`config.mk`:
```
export PLATFORM = sky130hd
export DESIGN_NAME = gtx_link_sequencer
export DESIGN_NICKNAME = d
export VERILOG_FILES = /design/src/rtl/gtx_link_sequencer.sv
export SDC_FILE = /design/constraint.sdc
export NUM_CORES = 1
export LEC_CHECK = 0
export ABC_AREA = 1
export BUFFER_PORTS_ARGS = -buffer_cell sky130_fd_sc_hd__buf_2
export CAP_MARGIN = 15
export CORE_ASPECT_RATIO = 1.75
export CORE_MARGIN = 5
export CORE_UTILIZATION = 45
export DETAILED_ROUTE_END_ITERATION = 6
export GPL_TIMING_DRIVEN = 0
export PLACE_DENSITY = 0.69
export SYNTH_ARGS = -nofsm -noshare
export SYNTH_HDL_FRONTEND = slang
export SYNTH_SLANG_ARGS = --single-unit
export TNS_END_PERCENT = 20
```
`constraint.sdc`:
```
create_clock -name rxusrclk2 -period 2.4 [get_ports rxusrclk2]
set_input_delay 0.36 -clock rxusrclk2 [delete_from_list [all_inputs] [get_ports rxusrclk2]]
set_output_delay 0.36 -clock rxusrclk2 [all_outputs]
set_load 0.02 [all_outputs]
```
`src/rtl/gtx_link_sequencer.sv`:
```
// GTX RX lane bring-up/recovery sequencer: reset, comma search, bit-slide, lock watch.
// Optional error counter enabled by defining LINK_SEQ_ERRCNT_EN.
module gtx_link_sequencer #(
    parameter int unsigned RST_CYCLES    = 16,
    parameter int unsigned SEARCH_WIN    = 64,
    parameter int unsigned SLIDE_WAIT    = 32,
    parameter int unsigned MAX_SLIDES    = 20,
    parameter int unsigned LOCK_COMMAS   = 4,
    parameter int unsigned COMMA_TIMEOUT = 1023
) (
    input  logic        rxusrclk2,
    input  logic        local_clk_lock,
    input  logic        rx_reset_done,
    input  logic [15:0] rxdata,
    input  logic [1:0]  rxk,
    input  logic        rx_err,
    input  logic        force_relink,
    output logic        gtx_rx_reset,
    output logic        rxslide,
    output logic        link_up,
    output logic [2:0]  state,
    output logic [4:0]  slide_count,
    output logic [7:0]  relink_count,
    output logic [15:0] err_count
);

    localparam int unsigned M1 = (RST_CYCLES > SEARCH_WIN) ? RST_CYCLES : SEARCH_WIN;
    localparam int unsigned M2 = (SLIDE_WAIT > COMMA_TIMEOUT) ? SLIDE_WAIT : COMMA_TIMEOUT;
    localparam int unsigned CNT_MAX = (M1 > M2) ? M1 : M2;
    localparam int CNT_W  = $clog2(CNT_MAX + 1);
    localparam int GOOD_W = $clog2(LOCK_COMMAS + 1);

    typedef enum logic [2:0] {
        ST_RESET     = 3'd0,
        ST_WAIT_DONE = 3'd1,
        ST_SEARCH    = 3'd2,
        ST_SLIDE     = 3'd3,
        ST_SETTLE    = 3'd4,
        ST_VERIFY    = 3'd5,
        ST_LOCKED    = 3'd6
    } state_e;

    state_e             state_q, state_d;
    logic [CNT_W-1:0]   cnt_q, cnt_d;
    logic [GOOD_W-1:0]  good_q, good_d;
    logic [4:0]         slide_count_q, slide_count_d;
    logic [7:0]         relink_q, relink_d;
    logic               gtx_rx_reset_q, gtx_rx_reset_d;
    logic               rxslide_q, rxslide_d;
    logic               link_up_q, link_up_d;
    logic               relink_inc;
    logic               slide_go;
    logic               comma_lo;
    logic               comma_hi;

    assign comma_lo = rxk[0] && (rxdata[7:0] == 8'hBC);
    assign comma_hi = rxk[1] && (rxdata[15:8] == 8'hBC);

    always_comb begin
        state_d       = state_q;
        cnt_d         = cnt_q;
        good_d        = good_q;
        slide_count_d = slide_count_q;
        relink_inc    = 1'b0;
        slide_go      = 1'b0;

        unique case (state_q)
            ST_RESET: begin
                if (cnt_q == CNT_W'(RST_CYCLES - 1)) begin
                    state_d = ST_WAIT_DONE;
                    cnt_d   = '0;
                end else begin
                    cnt_d = cnt_q + 1'b1;
                end
            end
            ST_WAIT_DONE: begin
                if (rx_reset_done) begin
                    state_d = ST_SEARCH;
                    cnt_d   = '0;
                end
            end
            ST_SEARCH: begin
                if (comma_lo) begin
                    state_d = ST_VERIFY;
                    good_d  = GOOD_W'(1);
                end else if (comma_hi || cnt_q == CNT_W'(SEARCH_WIN - 1)) begin
                    state_d = ST_SLIDE;
                end else begin
                    cnt_d = cnt_q + 1'b1;
                end
            end
            ST_SLIDE: begin
                if (slide_count_q == 5'(MAX_SLIDES)) begin
                    state_d    = ST_RESET;
                    relink_inc = 1'b1;
                end else begin
                    slide_go      = 1'b1;
                    slide_count_d = slide_count_q + 5'd1;
                    state_d       = ST_SETTLE;
                    cnt_d         = '0;
                end
            end
            ST_SETTLE: begin
                if (cnt_q == CNT_W'(SLIDE_WAIT - 1)) begin
                    state_d = ST_SEARCH;
                    cnt_d   = '0;
                end else begin
                    cnt_d = cnt_q + 1'b1;
                end
            end
            ST_VERIFY: begin
                if (rx_err || !comma_lo) begin
                    state_d = ST_SLIDE;
                end else if (good_q == GOOD_W'(LOCK_COMMAS - 1)) begin
                    state_d = ST_LOCKED;
                    cnt_d   = '0;
                end else begin
                    good_d = good_q + 1'b1;
                end
            end
            ST_LOCKED: begin
                if (comma_hi) begin
                    state_d    = ST_RESET;
                    relink_inc = 1'b1;
                end else if (comma_lo) begin
                    cnt_d = '0;
                end else if (cnt_q == CNT_W'(COMMA_TIMEOUT - 1)) begin
                    state_d    = ST_RESET;
                    relink_inc = 1'b1;
                end else begin
                    cnt_d = cnt_q + 1'b1;
                end
            end
            default: state_d = ST_RESET;
        endcase

        // Global overrides win over anything the state logic decided
        if (force_relink) begin
            state_d    = ST_RESET;
            slide_go   = 1'b0;
            relink_inc = (state_q != ST_RESET);
        end else if (!rx_reset_done && state_q >= ST_SEARCH && state_q <= ST_LOCKED) begin
            state_d       = ST_WAIT_DONE;
            slide_go      = 1'b0;
            relink_inc    = 1'b0;
            slide_count_d = slide_count_q;
        end

        if (state_d == ST_RESET && (state_q != ST_RESET || force_relink)) begin
            cnt_d         = '0;
            slide_count_d = '0;
        end

        relink_d = relink_q;
        if (relink_inc && relink_q != 8'hFF) begin
            relink_d = relink_q + 8'd1;
        end

        rxslide_d      = slide_go;
        link_up_d      = (state_d == ST_LOCKED);
        gtx_rx_reset_d = (state_d == ST_RESET);
    end

    always_ff @(posedge rxusrclk2 or negedge local_clk_lock) begin
        if (!local_clk_lock) begin
            state_q        <= ST_RESET;
            cnt_q          <= '0;
            good_q         <= '0;
            slide_count_q  <= '0;
            relink_q       <= '0;
            gtx_rx_reset_q <= 1'b1;
            rxslide_q      <= 1'b0;
            link_up_q      <= 1'b0;
        end else begin
            state_q        <= state_d;
            cnt_q          <= cnt_d;
            good_q         <= good_d;
            slide_count_q  <= slide_count_d;
            relink_q       <= relink_d;
            gtx_rx_reset_q <= gtx_rx_reset_d;
            rxslide_q      <= rxslide_d;
            link_up_q      <= link_up_d;
        end
    end

`ifdef LINK_SEQ_ERRCNT_EN
    logic [15:0] err_q, err_d;

    always_comb begin
        err_d = err_q;
        if (link_up_q && rx_err && err_q != 16'hFFFF) begin
            err_d = err_q + 16'd1;
        end
    end

    always_ff @(posedge rxusrclk2 or negedge local_clk_lock) begin
        if (!local_clk_lock) begin
            err_q <= '0;
        end else begin
            err_q <= err_d;
        end
    end

    assign err_count = err_q;
`else
    assign err_count = 16'd0;
`endif

    assign state        = state_q;
    assign slide_count  = slide_count_q;
    assign relink_count = relink_q;
    assign gtx_rx_reset = gtx_rx_reset_q;
    assign rxslide      = rxslide_q;
    assign link_up      = link_up_q;

endmodule

```
==> impl_metrics.json, run 1 <==
{
  "status": "completed",
  "ant_nets": 0,
  "vias": 2183,
  "die_area_um2": 6757,
  "clk_pin_slew_ns": 0.07,
  "synth_top_area_share_pct": 33.39,
  "worst-path-max-fanout": 10,
  "die_h_um": 105.1,
  "synth_area_leader_cell": "dfrtp_1",
  "clk_latency_ns": 0.28,
  "remaining_drc_errors": 0,
  "synthTopCellsByArea": "dfrtp_1, nand2_1, inv_1",
  "final_nets": 428,
  "die_width_um": 64.32,
  "wl_per_cell_um": 11.55,
  "layout_commonest_cell": "nand2_1",
  "syn_to_final_growth_pct": 18.20,
  "rsz0062_at_grt": "false",
  "fillers": 501,
  "cts_made_buffers": 5,
  "whs_ns": 0.1115,
  "min_path_type": "input port to async pin",
  "drive_gt1_share_pct": 20.05,
  "grt_pass1_wl_um": 8907,
  "cts_buffer_depth": 2,
  "synth.cell_area_um2": 2323,
  "maxSlewHeadroom_pct": 54.97,
  "setup_viol": 0,
  "cts_root_buf": "clkbuf_8",
  "tns_ns": 0,
  "tritoncts": "built",
  "synth_seq_cells": 32,
  "ctsHoldBuffers": 0,
  "io_buffers": 41,
  "via_per_inst": 4.819,
  "drv_cap": 0,
  "drv_slew": 0,
  "end_kind": "flop",
  "antenna_cells": 0,
  "p_leak_nw": 1.546,
  "track_usage_pct": 15.94,
  "fin_skew_ns": 0.003257,
  "synth_async_sr_flop_share_pct": 100.0,
  "finalInstanceArea_um2": 2746,
  "antenna_found_initial": 0,
  "synth_cell_types": 29,
  "rows": 34,
  "core-area_um2": 4977,
  "grt_pass1_vias": 2107,
  "fmax_ghz": 0.4777,
  "drtIter0Drc": 49,
  "cp-start-kind": "flop",
  "grt_overflow_total": 0,
  "first_pass_iters": 5,
  "cts_max_level": 2,
  "r2r_slack_ns": 0.31,
  "gp_congestion": 0.8803,
  "post_cts_resize_count": 0,
  "worst_ir_drop_vdd_mv": 0.4833,
  "dp_hpwl_um": 4285,
  "final-seq-area_um2": 802.0,
  "ys_warn_count": 0,
  "initial_core_util_pct": 46.68,
  "grt_max_degree": 33,
  "wl_um": 5233,
  "p_per_area_nw_per_um2": 505.4,
  "ys_seq_area_share_pct": 34.52,
  "hold_viol": 0,
  "synth-edff-count": 0,
  "boundaryPins": 58,
  "dpl_cell_area_um2": 2653,
  "fin_crit_ns": 2.093,
  "worst_ep_required_time_ns": 2.57,
  "fin_total_pwr_w": 0.001388,
  "critical_path_class": "flop to flop",
  "synth_cells": 335,
  "multi_input_area_um2": 1224,
  "arrival_ns": 2.27,
  "worstMarginPinSlew_ns": 0.6755,
  "final_cell_mix": "nand2_1, inv_1, nor2_1, buf_2, dfrtp_1",
  "fin_crit_sh_pct": 87.23,
  "synth_area_per_cell_um2": 6.936,
  "cts.sinks": 32,
  "postCtsSetupRepairBufs": 0,
  "ys.flop_type": "dfrtp_1"
}
==> flip-flops by register name (all words and copies together) (netlist names) <==
name	flops
cnt_q	10
good_q	3
gtx_rx_reset	1
link_up	1
relink_count	8
rxslide	1
slide_count	5
state	3
==> logic make-up after synthesis <==
kind of cell / after synthesis / share of synthesized area (%)
simple gates: 186 / 35.27
buf+inv: 74 / 15.24
flops: 32 / 34.52
compound gates: 18 / 4.631
xor+xnor: 17 / 6.408
fa+ha+maj: 7 / 3.769
other cells: 1 / 0.1614
==> layout make-up <==
class	instances	share of cell area [%]
inverter	52	7.107
timing repair buffer	41	7.472
buffer	22	5.786
tap	54	2.460
sequential	32	29.20
clock inverter	1	0.2733
clock buffer	7	3.144
multi-input combinational	244	44.56
==> through the flow <==
| step | util [%] | setup WS (ns) | std cells |
|---|---|---|---|
| after global routing | 55.18 | 0.1026 | 453 |
| after CTS | 55.18 | 0.2936 | 453 |
| final | 55.18 | 0.3066 | 453 |
| after detailed placement | 53.29 | 0.3109 | 445 |
| after floorplan | - | 0.6070 | 350 |
| after global placement | 53.29 | 0.3035 | 445 |
==> per-layer routing <==
layer | track usage (%) | wire (µm) | part of all wire (%) | up-vias
met4 | 8.006 | 167 | 3.2 | 0
met1 | 16.02 | 1957 | 37 | 978
li1 | - | - | - | 1136
met3 | 3.545 | 283 | 5.4 | 15
met2 | 29.42 | 2824 | 54 | 54
met5 | 0 | 0 | 0 | -
==> synth_stat cells, types with 4 or more instances <==
cell type  number
a21oi_1         4
buf_2           4
buf_4          17
dfrtp_1        31
ha_1            7
inv_1          51
nand2_1        82
nand3_1        26
nand3b_1        4
nand4_1         9
nor2_1         49
nor3_1          8
o21ai_0         9
xor2_1         15
==> critical path, cell delays in order (launching register included) <==
cell	delay (ns)
dfrtp_1	0.42
ha_1	0.23
nand3_2	0.17
nor2_1	0.17
nand2_1	0.07
nand2_1	0.08
nand2_1	0.06
nor2_1	0.08
nand3_1	0.07
nand2_1	0.12
nand3_2	0.12
nor2_4	0.19
buf_6	0.17
nor2_1	0.05
==> worst paths after layout <==
path | cells after the start | startpoint | end
max in group asynchronous | 1 | local_clk_lock | cnt_q[4]
worst min-delay path | 1 | local_clk_lock | good_q[2]
worst max register to register | 13 | cnt_q[1] | slide_count[2]
worst min register to register | 1 | good_q[1] | good_q[1]
worst max-delay path | 13 | cnt_q[1] | slide_count[2]
min in group rxusrclk2 | 2 | force_relink | rxslide
==> power breakdown <==
| part | switching [W] | leakage, nW | internal, W |
|---|---|---|---|
| combinational | 0.000183 | 1.07 | 0.000118 |
| sequential | 0.0000710 | 0.432 | 0.000591 |
| clock | 0.000192 | 0.0445 | 0.000233 |
Note: power is estimated with default switching activity, not from simulation.
==> run 2: changes to the inputs <==
==> constraint.sdc (replaced) <==
create_clock -name rxusrclk2 -period 1.95 [get_ports rxusrclk2]
set_input_delay 0.2925 -clock rxusrclk2 [delete_from_list [all_inputs] [get_ports rxusrclk2]]
set_output_delay 0.2925 -clock rxusrclk2 [all_outputs]
set_load 0.02 [all_outputs]
==> run 2 against run 1 <==
Net effect: register-to-register slack worse by 0.30 ns; utilization increased by 3.8 points; fmax is 7.7% higher; largest cell class unchanged; critical endpoint is now slide_count[0]; die area stayed put; critical path type unchanged; final area up 6.9%; non-clock buffer count is 10 higher; clock-buffer cell count unchanged; global-route usage is 0.42 points higher; clock power grew 24%; worst hold slack got worse by 0.072 ns; sequential share of layout area down 1.8 points.
==> impl_metrics.json, run 2 (synthesized netlist as in run 1, its figures left out) <==
{
  "fin_crit_ns": 1.944,
  "cts.sinks": 32,
  "crit_chain": "inv_2, ha_4, nand2_2, nor2_1, nand2_1, nor2_1, nand2_1, nand3_2, nand2_2, o21bai_4, nand3_4, nor2_4, buf_6, nor2_1",
  "cts_max_level": 2,
  "r2r_end": "slide_count[0]",
  "end_kind": "flop",
  "startpoint": "cnt_q[0]",
  "gp_congestion": 0.8803,
  "first_pass_iters": 4,
  "r2r_slack_ns": 0.006,
  "drv_cap": 0,
  "drive_gt1_share_pct": 27.38,
  "initial_core_util_pct": 46.68,
  "rows": 34,
  "ctsHoldBuffers": 0,
  "status": "completed",
  "fin_crit_sh_pct": 99.70,
  "worst_ir_drop_vdd_mv": 0.5956,
  "slowest_delay_ns": 0.44,
  "wl_per_cell_um": 12.06,
  "min_path_type": "input port to async pin",
  "antenna_found_initial": 0,
  "final-seq-area_um2": 804.5,
  "slowest_stage": "dfrtp_2",
  "fin_skew_ns": 0.006549,
  "layout_commonest_cell": "nand2_1",
  "p_switching_w": 0.0005654,
  "timing.rr.start": "cnt_q[0]",
  "final_cell_mix": "nand2_1, inv_1, buf_2, nor2_1, dfrtp_1",
  "multi_input_area_um2": 1325,
  "seq_power_share_pct": 47.0,
  "via_per_inst": 4.808,
  "cts_root_buf": "clkbuf_8",
  "fillers": 474,
  "whs_ns": 0.03916,
  "die_h_um": 105.1,
  "io_buffers": 41,
  "worst-path-max-fanout": 5,
  "arrival_ns": 2.12,
  "maxSlewHeadroom_pct": 55.18,
  "worst_ep_required_time_ns": 2.12,
  "remaining_drc_errors": 0,
  "vias": 2226,
  "cts_made_buffers": 5,
  "critical_path_class": "flop to flop",
  "grt_pass1_wl_um": 9114,
  "final_nets": 438,
  "clk_pin_slew_ns": 0.07,
  "clockPowerShare_pct": 30.2,
  "tritoncts": "built",
  "p_int_w": 0.001174,
  "crit_path_end": "slide_count[0]",
  "hold_viol": 0,
  "p_leak_nw": 1.607,
  "top_register": "cnt_q",
  "syn_to_final_growth_pct": 26.33,
  "dp_hpwl_um": 4285,
  "grt_overflow_total": 0,
  "p_per_area_nw_per_um2": 592.7,
  "worstMarginPinSlew_ns": 0.6724,
  "die_area_um2": 6757,
  "grt_pass1_vias": 2147,
  "antenna_cells": 0,
  "fmax_ghz": 0.5143,
  "pwr-share-comb_pct": 22.8,
  "clk_latency_ns": 0.28,
  "track_usage_pct": 16.36,
  "tns_ns": 0,
  "largest_reg_flops": 10,
  "drtIter0Drc": 50,
  "setup_viol": 0,
  "ant_nets": 0,
  "cp-start-kind": "flop",
  "worst-r2r-cell-count": 14,
  "p_sw_share_pct": 32.50,
  "boundaryPins": 58,
  "core-area_um2": 4977,
  "rsz0062_at_grt": "true",
  "grt_max_degree": 33,
  "drv_slew": 0,
  "cpMostUsedCell": "nor2_1",
  "wl_um": 5584,
  "fin_total_pwr_w": 0.001740,
  "die_width_um": 64.32,
  "cts_buffer_depth": 2
}
run 2: changes by cell type in the layout (fill, tap and decap cells not counted), moves of 2 or more:
cell,previous run,this run
nand3_4,0,2
inv_1,51,48
buf_4,17,25
inv_2,1,3
nand2_1,82,76
dfrtp_2,0,2
o21ai_0,9,7
ha_1,7,5
ha_4,0,2
dfrtp_1,31,29
nor2_2,2,7
buf_6,1,3
nand2_2,0,5
nor2_1,49,43
run 2: critical path, delay by kind of cell (launching register included):
family,cells,cell delay [ns]
DFF,1,0.44
buffers and inverters,2,0.23
adders and majority gates,1,0.13
AOI/OAI and AO/OA,1,0.15
and+or+nand+nor,10,0.89
run 2: power groups by stage:
stage	logic (W)	registers, W	clock network [W]
finish	0.000397	0.000818	0.000525
global route	0.000442	0.000828	0.000574
CTS	0.000385	0.000813	0.000539
detailed placement	0.000376	0.000824	0
global placement	0.000371	0.000826	0
floorplan	0.000184	0.000881	0
run 2: layout make-up:
class,count,share of cell area (%)
Multi-Input combinational cell,244,45.14
Sequential cell,32,27.41
Timing Repair Buffer,51,9.804
Inverter,52,6.735
Buffer,22,5.413
Clock buffer,7,2.941
Tap cell,54,2.302
Clock inverter,1,0.2558
run 2: worst min-delay path by stage:
stage,to,depth (start not counted)
after floorplan,cnt_q[0],0
after global placement,good_q[2],1
after detailed placement,good_q[2],1
after CTS,good_q[2],1
after global routing,good_q[0],1
final,good_q[2],1
run 2: per-stage QoR:
stage	setup slack, ns	cells	instance area, µm²	utilization [%]
floorplan	0.1570	350	2380	-
global placement	-0.1465	445	2653	53.29
detailed placement	-0.1391	445	2653	53.29
CTS	-0.02859	458	2796	56.18
global route	-0.1507	463	2935	58.97
finish	0.005785	463	2935	58.97
run 2: layer usage:
| layer | track usage, % | wire length [µm] | vias to the layer above |
|---|---|---|---|
| met3 | 3.545 | 275 | 13 |
| met2 | 29.70 | 3114 | 53 |
| met1 | 16.86 | 2043 | 1000 |
| met5 | 0 | 0 | - |
| li1 | - | - | 1160 |
| met4 | 8.443 | 150 | 0 |
run 2: timing repair:
action | CTS | global route
endpoints found under the setup margin | 17 | 22
pin swaps | 3 | 9
gates cloned | 0 | 1
setup buffers | 5 | 4
resized for setup | 4 | 32
==> run 3: changes to the inputs <==
--- a/config.mk
+++ b/config.mk
@@ -14,6 +14,7 @@
 export DETAILED_ROUTE_END_ITERATION = 6
 export GPL_TIMING_DRIVEN = 0
 export PLACE_DENSITY = 0.69
+export RECOVER_POWER = 25
 export SYNTH_ARGS = -nofsm -noshare
 export SYNTH_HDL_FRONTEND = slang
 export SYNTH_SLANG_ARGS = --single-unit
==> run 3 against run 2 <==
Net effect: the flow now finishes with violations (capacitance limit, slew limit); final area about the same; sequential power about the same; clock skew unchanged; combinational power about the same; worst setup slack unchanged; sequential cell count unchanged; fmax unchanged; utilization about the same; critical path depth unchanged; cell count unchanged; sequential share of layout area about the same; critical path type unchanged; largest power group unchanged.
==> impl_metrics.json, run 3 (synthesized netlist as in run 1, its figures left out) <==
{
  "fin_crit_ns": 1.944,
  "die_width_um": 64.32,
  "drv_slew": 33,
  "io_buffers": 41,
  "largest_reg_flops": 10,
  "cts_buffer_depth": 2,
  "syn_to_final_growth_pct": 26.28,
  "dp_hpwl_um": 4285,
  "via_per_inst": 4.808,
  "drtIter0Drc": 50,
  "antenna_found_initial": 0,
  "worst-path-max-fanout": 5,
  "fin_crit_sh_pct": 99.70,
  "fin_util_pct": 58.95,
  "fin_skew_ns": 0.006549,
  "track_usage_pct": 16.36,
  "tns_ns": 0,
  "fmax_ghz": 0.5143,
  "drv_cap": 1,
  "rows": 34,
  "worst_ep_required_time_ns": 2.12,
  "final_nets": 438,
  "layout_commonest_cell": "nand2_1",
  "maxSlewHeadroom_pct": -7.547,
  "wl_um": 5586,
  "drive_gt1_share_pct": 27.14,
  "antenna_cells": 0,
  "critical_path_class": "flop to flop",
  "grt_pass1_vias": 2147,
  "clk_latency_ns": 0.28,
  "first_pass_iters": 4,
  "grt_max_degree": 33,
  "violations": "capacitance limit, slew limit",
  "cts_root_buf": "clkbuf_8",
  "dpl_cell_area_um2": 2653,
  "worstMarginPinSlew_ns": 1.613,
  "wl_per_cell_um": 12.06,
  "startpoint": "cnt_q[0]",
  "finalInstanceArea_um2": 2934,
  "worstHoldStart": "force_relink",
  "timing.rr.start": "cnt_q[0]",
  "cts_made_buffers": 5,
  "p_leak_nw": 1.605,
  "tritoncts": "built",
  "arrival_ns": 2.12,
  "hold_viol": 0,
  "gp_congestion": 0.8803,
  "whs_ns": 0.2162,
  "min_path_type": "input port to flop",
  "cts.sinks": 32,
  "cp-start-kind": "flop",
  "top_register": "cnt_q",
  "initial_core_util_pct": 46.68,
  "grt_overflow_total": 0,
  "die_area_um2": 6757,
  "r2r_slack_ns": 0.006,
  "rsz0062_at_grt": "true",
  "remaining_drc_errors": 0,
  "clk_pin_slew_ns": 0.07,
  "grt_pass1_wl_um": 9114,
  "worst_ir_drop_vdd_mv": 0.5956,
  "end_kind": "flop",
  "boundaryPins": 58,
  "final_cell_mix": "nand2_1, inv_1, buf_2, nor2_1, dfrtp_1",
  "vias": 2226,
  "cts_max_level": 2,
  "setup_viol": 0,
  "die_h_um": 105.1,
  "status": "finished, violations left",
  "core-area_um2": 4977,
  "p_per_area_nw_per_um2": 592.9,
  "ant_nets": 0,
  "ctsHoldBuffers": 0
}
[run 3: final timing paths]
path / cells past startpoint / endpoint
setup / recovery: 14 / slide_count[0]
max in group asynchronous: 1 / cnt_q[1]
min in group asynchronous: 1 / good_q[0]
setup reg to reg: 14 / slide_count[0]
hold reg to reg: 1 / good_q[0]
hold / removal: 2 / rxslide
[run 3: layer usage]
metal	vias up	global-route usage [%]	wire length, µm
met2	53	29.70	3116
met1	1000	16.86	2042
met4	0	8.443	150
li1	1160	-	-
met3	13	3.545	275
met5	-	0	0
[run 3: layout make-up]
| type | instances | area (µm²) |
|---|---|---|
| buffer | 22 | 158.9 |
| clock buffer | 7 | 86.33 |
| clock inverter | 1 | 7.507 |
| fill | 475 | 2043 |
| inverter | 52 | 197.7 |
| multi-input combinational | 244 | 1325 |
| sequential | 32 | 804.5 |
| tap | 54 | 67.56 |
| timing repair buffer | 51 | 286.5 |
[run 3: worst max-delay path: stages, from the launching register on]
cell and delay, ns:
dfrtp_2 0.44, inv_2 0.08, ha_4 0.13, nand2_2 0.04, nor2_1 0.10, nand2_1 0.06, nor2_1 0.12, nand2_1 0.10
nand3_2 0.09, nand2_2 0.07, o21bai_4 0.15, nand3_4 0.10, nor2_4 0.17, buf_6 0.15, nor2_1 0.04
[run 3: report_power, final]
| part | switching (W) | internal, W | total [W] |
|---|---|---|---|
| combinational | 0.000237 | 0.000160 | 0.000396 |
| sequential | 0.0000900 | 0.000728 | 0.000818 |
| clock | 0.000239 | 0.000286 | 0.000525 |
[run 3: metrics by stage]
step           std cells  worst slack, ns  power (W)
2_1_floorplan        350           0.1570   0.001065
3_3_place_gp         445          -0.1465   0.001196
3_5_place_dp         445          -0.1391   0.001200
4_1_cts              458         -0.02859   0.001737
5_1_grt              463          -0.1507   0.001843
6_report             463         0.005785   0.001739
[run 3: what timing repair did]
item | in CTS | in global routing
pin swaps | 3 | 9
gates resized for setup | 4 | 32
cloned | 0 | 1
endpoints found under the setup margin | 17 | 22
setup buffers | 5 | 4
